$ cat src/rtl/patch_pkg.sv
// Shared constants and FSM encoding for patch loading.
// Latency: n/a (package only).
// Backpressure: n/a (package only).
//
// Holds the config-bus address map for the patch slot (CAM staging, offset RAM,
// content RAM, CAM index trigger), the RAM geometry, and the loader state enum.
package patch_pkg;

    localparam logic [15:0] CAM_ADDR_LO  = 16'h7000;
    localparam logic [15:0] CAM_ADDR_HI  = 16'h7001;
    localparam logic [15:0] CAM_MASK_LO  = 16'h7002;
    localparam logic [15:0] CAM_MASK_HI  = 16'h7003;
    localparam logic [15:0] CAM_INDEX    = 16'h7004;
    localparam logic [15:0] OFFSET_BASE  = 16'h7800;
    localparam logic [15:0] CONTENT_BASE = 16'h8000;

    localparam int CONTENT_AW = 13;
    localparam int INDEX_W    = 6;

    typedef enum logic [2:0] {
        ST_IDLE = 3'd0,
        ST_HDR  = 3'd1,
        ST_PTR  = 3'd2,
        ST_DATA = 3'd3,
        ST_TRIG = 3'd4,
        ST_GAP  = 3'd5
    } state_t;

endpackage

$ cat src/rtl/patch_loader.sv
// Turns a patch descriptor stream into the config-bus writes for one patch slot.
// Latency: each write appears one cycle after its accept edge (registered outputs).
// Backpressure: in_ready drops in TRIG/GAP and whenever host_strobe is high.
//
// Ports:
//   mclk, reset                   clock, async active-high reset
//   in_data/in_valid/in_ready     descriptor word stream (valid/ready)
//   host_addr/host_data/host_strobe  direct host config write, always wins
//   config_addr/data/strobe       merged config bus to patch_store
//   busy, done, loaded_count      status: not idle, trigger pulse, descriptors loaded
import patch_pkg::*;

module patch_loader #(
    parameter int CAM_GAP = 16,
    parameter int CNT_W   = 8
) (
    input  logic             mclk,
    input  logic             reset,
    input  logic [15:0]      in_data,
    input  logic             in_valid,
    output logic             in_ready,
    input  logic [15:0]      host_addr,
    input  logic [15:0]      host_data,
    input  logic             host_strobe,
    output logic [15:0]      config_addr,
    output logic [15:0]      config_data,
    output logic             config_strobe,
    output logic             busy,
    output logic             done,
    output logic [CNT_W-1:0] loaded_count
);

    // +2 keeps the counter at least one bit wide for any CAM_GAP >= 0.
    localparam int GAP_W = $clog2(CAM_GAP + 2);

    state_t                  state_q, state_d;
    logic [2:0]              hdr_cnt_q, hdr_cnt_d;
    logic [INDEX_W-1:0]      index_q, index_d;
    logic [7:0]              n_q, n_d;
    logic [CONTENT_AW-1:0]   ptr_q, ptr_d;
    logic [GAP_W-1:0]        gap_q, gap_d;

    logic                    accept;
    logic                    wr_vld;
    logic [15:0]             wr_addr;
    logic [15:0]             wr_data;
    logic                    trig_fire;

    assign in_ready = ((state_q == ST_IDLE) || (state_q == ST_HDR) ||
                       (state_q == ST_PTR)  || (state_q == ST_DATA)) && !host_strobe;
    assign accept   = in_valid && in_ready;
    assign busy     = (state_q != ST_IDLE);

    always_ff @(posedge mclk or posedge reset) begin
        if (reset) begin
            state_q   <= ST_IDLE;
            hdr_cnt_q <= '0;
            index_q   <= '0;
            n_q       <= '0;
            ptr_q     <= '0;
            gap_q     <= '0;
        end else begin
            state_q   <= state_d;
            hdr_cnt_q <= hdr_cnt_d;
            index_q   <= index_d;
            n_q       <= n_d;
            ptr_q     <= ptr_d;
            gap_q     <= gap_d;
        end
    end

    always_comb begin
        state_d   = state_q;
        hdr_cnt_d = hdr_cnt_q;
        index_d   = index_q;
        n_d       = n_q;
        ptr_d     = ptr_q;
        gap_d     = gap_q;
        wr_vld    = 1'b0;
        wr_addr   = 16'h0000;
        wr_data   = 16'h0000;
        trig_fire = 1'b0;

        case (state_q)
            ST_IDLE: begin
                if (accept) begin
                    index_d   = in_data[INDEX_W-1:0];
                    n_d       = in_data[15:8];
                    hdr_cnt_d = 3'd0;
                    state_d   = ST_HDR;
                end
            end
            // hdr_cnt 0..3 are the CAM staging words, 4 is the offset word.
            ST_HDR: begin
                if (accept) begin
                    wr_vld  = 1'b1;
                    wr_data = in_data;
                    if (hdr_cnt_q == 3'd4) begin
                        wr_addr = OFFSET_BASE | {{(16-INDEX_W){1'b0}}, index_q};
                        state_d = ST_PTR;
                    end else begin
                        wr_addr   = CAM_ADDR_LO + {13'd0, hdr_cnt_q};
                        hdr_cnt_d = hdr_cnt_q + 3'd1;
                    end
                end
            end
            ST_PTR: begin
                if (accept) begin
                    ptr_d   = in_data[CONTENT_AW-1:0];
                    state_d = (n_q == 8'd0) ? ST_TRIG : ST_DATA;
                end
            end
            // ptr is CONTENT_AW bits wide so the increment wraps 0x1FFF -> 0x0000.
            ST_DATA: begin
                if (accept) begin
                    wr_vld  = 1'b1;
                    wr_addr = CONTENT_BASE | {{(16-CONTENT_AW){1'b0}}, ptr_q};
                    wr_data = in_data;
                    ptr_d   = ptr_q + CONTENT_AW'(1);
                    n_d     = n_q - 8'd1;
                    if (n_q == 8'd1) begin
                        state_d = ST_TRIG;
                    end
                end
            end
            // A host write occupies the bus this cycle, so the trigger waits.
            ST_TRIG: begin
                if (!host_strobe) begin
                    wr_vld    = 1'b1;
                    wr_addr   = CAM_INDEX;
                    wr_data   = {{(16-INDEX_W){1'b0}}, index_q};
                    trig_fire = 1'b1;
                    gap_d     = GAP_W'(CAM_GAP - 1);
                    state_d   = (CAM_GAP == 0) ? ST_IDLE : ST_GAP;
                end
            end
            ST_GAP: begin
                if (gap_q == '0) begin
                    state_d = ST_IDLE;
                end else begin
                    gap_d = gap_q - GAP_W'(1);
                end
            end
            default: begin
                state_d = ST_IDLE;
            end
        endcase
    end

    // Config bus register: host write has priority; loader writes only happen
    // when host_strobe is low, so at most one write lands per cycle.
    always_ff @(posedge mclk or posedge reset) begin
        if (reset) begin
            config_addr   <= 16'h0000;
            config_data   <= 16'h0000;
            config_strobe <= 1'b0;
            done          <= 1'b0;
            loaded_count  <= '0;
        end else begin
            config_strobe <= 1'b0;
            done          <= 1'b0;
            if (host_strobe) begin
                config_addr   <= host_addr;
                config_data   <= host_data;
                config_strobe <= 1'b1;
            end else if (wr_vld) begin
                config_addr   <= wr_addr;
                config_data   <= wr_data;
                config_strobe <= 1'b1;
            end
            if (trig_fire) begin
                done         <= 1'b1;
                loaded_count <= loaded_count + CNT_W'(1);
            end
        end
    end

endmodule

$ cat config.mk
export PLATFORM = sky130hd
export DESIGN_NAME = patch_loader
export DESIGN_NICKNAME = d
export VERILOG_FILES = /design/src/rtl/patch_pkg.sv /design/src/rtl/patch_loader.sv
export SDC_FILE = /design/constraint.sdc
export NUM_CORES = 1
export LEC_CHECK = 0
export ABC_CLOCK_PERIOD_IN_PS = 5900
export CAP_MARGIN = 20
export CORE_UTILIZATION = 35
export CTS_BUF_LIST = sky130_fd_sc_hd__clkbuf_8
export CTS_CLUSTER_DIAMETER = 60
export DETAILED_ROUTE_END_ITERATION = 10
export PLACE_DENSITY = 0.58
export SLEW_MARGIN = 5
export SYNTH_ARGS = -nofsm -noshare
export SYNTH_HDL_FRONTEND = slang
export SYNTH_SLANG_ARGS = --single-unit
export TNS_END_PERCENT = 50
$ cat constraint.sdc
create_clock -name mclk -period 5.9 [get_ports mclk]
set_input_delay 1.18 -clock mclk [delete_from_list [all_inputs] [get_ports mclk]]
set_output_delay 1.18 -clock mclk [all_outputs]
set_load 0.01 [all_outputs]
==> results.toml <==
[finish]
n_antenna_cell = 0
drive_gt1_share_pct = 8.22
finish.instance_area_um2 = 5430
nets = 566
syn2layout_area_growth_pct = 30.6

[worst_setup_path]
required_ns = 4.72
cp.arrival_ns = 2.35
r2r-end = "loaded_count[7]$_DFFE_PP0P_"
slowest_delay_ns = 0.50
reg2reg_slack_ns = 3.47
r2r_cells = 4
cp_cell_sequence = "buf_2 -> buf_4 -> nor2_1 -> clkdlybuf4s50_1"
critPathKind = "primary input to output port"
cp_num_buf_inv = 3
cpLargestDelayFamily = "buffers and inverters"
slowest_stage = "clkdlybuf4s50_1"
r2r_start = "state_q[1]$_DFFE_PP0P_"
crit_path_start_kind = "primary input"
critPathMaxFanout = 53
worstSetupEndpointType = "output port"

[outcome]
violations = "design-rule violations"
run_status = "complete, but fails checks"

[min_path]
min_to = "loaded_count[7]$_DFFE_PP0P_"
hold_depth = 1
min_path_type = "flip-flop to flip-flop"
hold_start = "loaded_count[7]$_DFFE_PP0P_"

[drt]
routedWlPerCell_um = 17.4
first_pass_iters = 8
drt_wl_total_um = 11400
drc = 16
routed-via-count = 3674
ant_nets = 0
drt_iter0_drc = 249
vias_per_cell = 5.62

[global_routing]
grt_pass1_vias = 3803
grt_start_max_net_pins = 54
grt_pass1_wl_um = 19100
grt.overflow.total = 0
grt_use_total_pct = 19.4
antenna_found_initial = 0

[floorplan]
die_x_um = 111
pin_count = 96
start_util_pct = 36.1
die_y_um = 111
fp.coreArea_um2 = 11500
dieArea_um2 = 12300
rows = 39

[synth]
yosysTopAreaCell = "dfrtp_1"
avgSynthCellArea_um2 = 9.84
yosys_register_bits = 80
synth_area_leaders = "dfrtp_1 48%, a222oi_1 4.1%, a21oi_1 3.1%"
ys_dominant_reg_cell = "dfrtp_1"
synth_edf_count = 0
async_flop_share_pct = 100
ys_seq_area_share_pct = 48.1
yosysUniqueCellTypes = 56
netlist_area_um2 = 4160
yosys_warnings = 0
syn_inst = 423
yosys.area.top_type_share_pct = 48.1
syn-num-nets = 483
yosysMostFrequentCell = "dfrtp_1"
synth_common_cells = "80 x dfrtp_1, 34 x nand2_1, 31 x inv_1"

[timing]
slew_viol_final = 0
fin_skew_ns = 0.0101
max_slew_margin_pct = 28.8
rsz0062_at_grt = "false"
finalSetupTns_ns = 0
hold_violations = 0
fmax_mhz = 283
whs_ns = 0.482
period_share_pct = 59.8
tightest_slew_ns = 1.06
period_minus_slack_ns = 3.53
setup_viol_count_final = 0

[clock_tree]
clk_path_buf_depth = 2
hold_buffers = 0
cts_tree = "built"
post_cts_buffers = 0
htreeDepth = 3
clock_latency_ns = 0.35
cts_resized = 0
cts_made_buffers = 9
clk_pin_slew_ns = 0.08
cts_sinks = 80
cts_root_buf = "clkbuf_8"

[placement]
portBuffers = 95
dpl.hpwl_um = 7820
place_area_um2 = 5210
routabilityCongestion = 0.803

[pwr]
cellLeakagePower_uw = 0.00228
vdd_drop_max_mv = 0.134
pwr_density_cell_nw_per_um2 = 402

[job]
maxCapViolations = 0
## cell type report
class                   count  area (µm²)
repair buffers            101         991
flip-flops and latches     80        2000
fillers                  1106        6080
inverters                  32         121
well taps                 143         179
clock buffers              11         151
multi-input cells         282        1930
clock inverters             5        62.6
## cells in the final DEF (no fill, tap or decap), types with 3 or more instances in the layout
cell and instances:
nor3_1 7, nor4_1 5, a221o_1 7, nand2_1 34, a222oi_1 17, dfrtp_1 80
nor3_2 3, nand4_1 6, nor2b_1 4, nand3_1 14, buf_4 5, o21ai_0 22
and3_1 3, a211oi_1 3, inv_1 30, clkdlybuf4s50_1 94, nor3b_1 3, xnor2_1 6
a2bb2oi_1 9, ha_1 8, a21oi_1 26, nand2b_1 6, clkbuf_8 11, mux2_2 8
or3_1 3, a31oi_1 7, mux2i_1 3, o22ai_1 6, nor2_1 20, a22oi_1 13
nand3b_1 5
## cells by family (layout without fill, tap and decap cells)
kind of cell    after synthesis  count (layout)  share of synthesized area, %
xor+xnor                      8               8                          1.68
compound gates              126             126                          21.6
mux                          11              11                          2.89
simple gates                129             129                          17.1
fa+ha+maj                     8               8                          2.41
flops                        80              80                          48.1
buf+inv                      61             149                          6.17
## per-stage QoR
step	power, µW	worst slack [ns]	cells	util, %
final	2190	2.37	654	47.2
after global routing	2350	2.28	654	47.2
after CTS	2200	2.34	653	47.1
after detailed placement	1760	2.36	637	45.3
after global placement	1740	2.39	637	45.3
after floorplan	1450	2.67	423	-
## where the power goes
part | leakage (µW) | switching, µW | internal, µW
clock | 0.000103 | 213 | 222
combinational | 0.00121 | 425 | 399
sequential | 0.000969 | 205 | 721
## registers in the layout (all words and copies together), names as in the netlist, 3 cells and up
name,flops
hdr_cnt_q,3
state_q,3
loaded_count,8
ptr_q,13
config_addr,16
gap_q,5
index_q,6
n_q,8
config_data,16
## worst max path at each step
stage	from	endpoint	slack, ns	cells past startpoint
finish	host_strobe	in_ready	2.37	4
CTS	host_strobe	in_ready	2.34	4
global route	host_strobe	in_ready	2.28	4
global placement	host_strobe	in_ready	2.39	4
floorplan	reset	config_addr[0]$_DFFE_PP0P_	2.67	1
detailed placement	host_strobe	in_ready	2.36	4
## layer usage
metal / track usage (%) / up-vias / routed length (µm) / share of wire [%]
met2: 30.3 / 127 / 5080 / 45
met4: 8.29 / 0 / 246 / 2.2
met3: 4.32 / 20 / 729 / 6.4
met1: 25.8 / 1783 / 5330 / 47
li1: - / 1744 / - / -
met5: 0 / - / 0 / 0
Note: power is estimated with default switching activity, not from simulation.
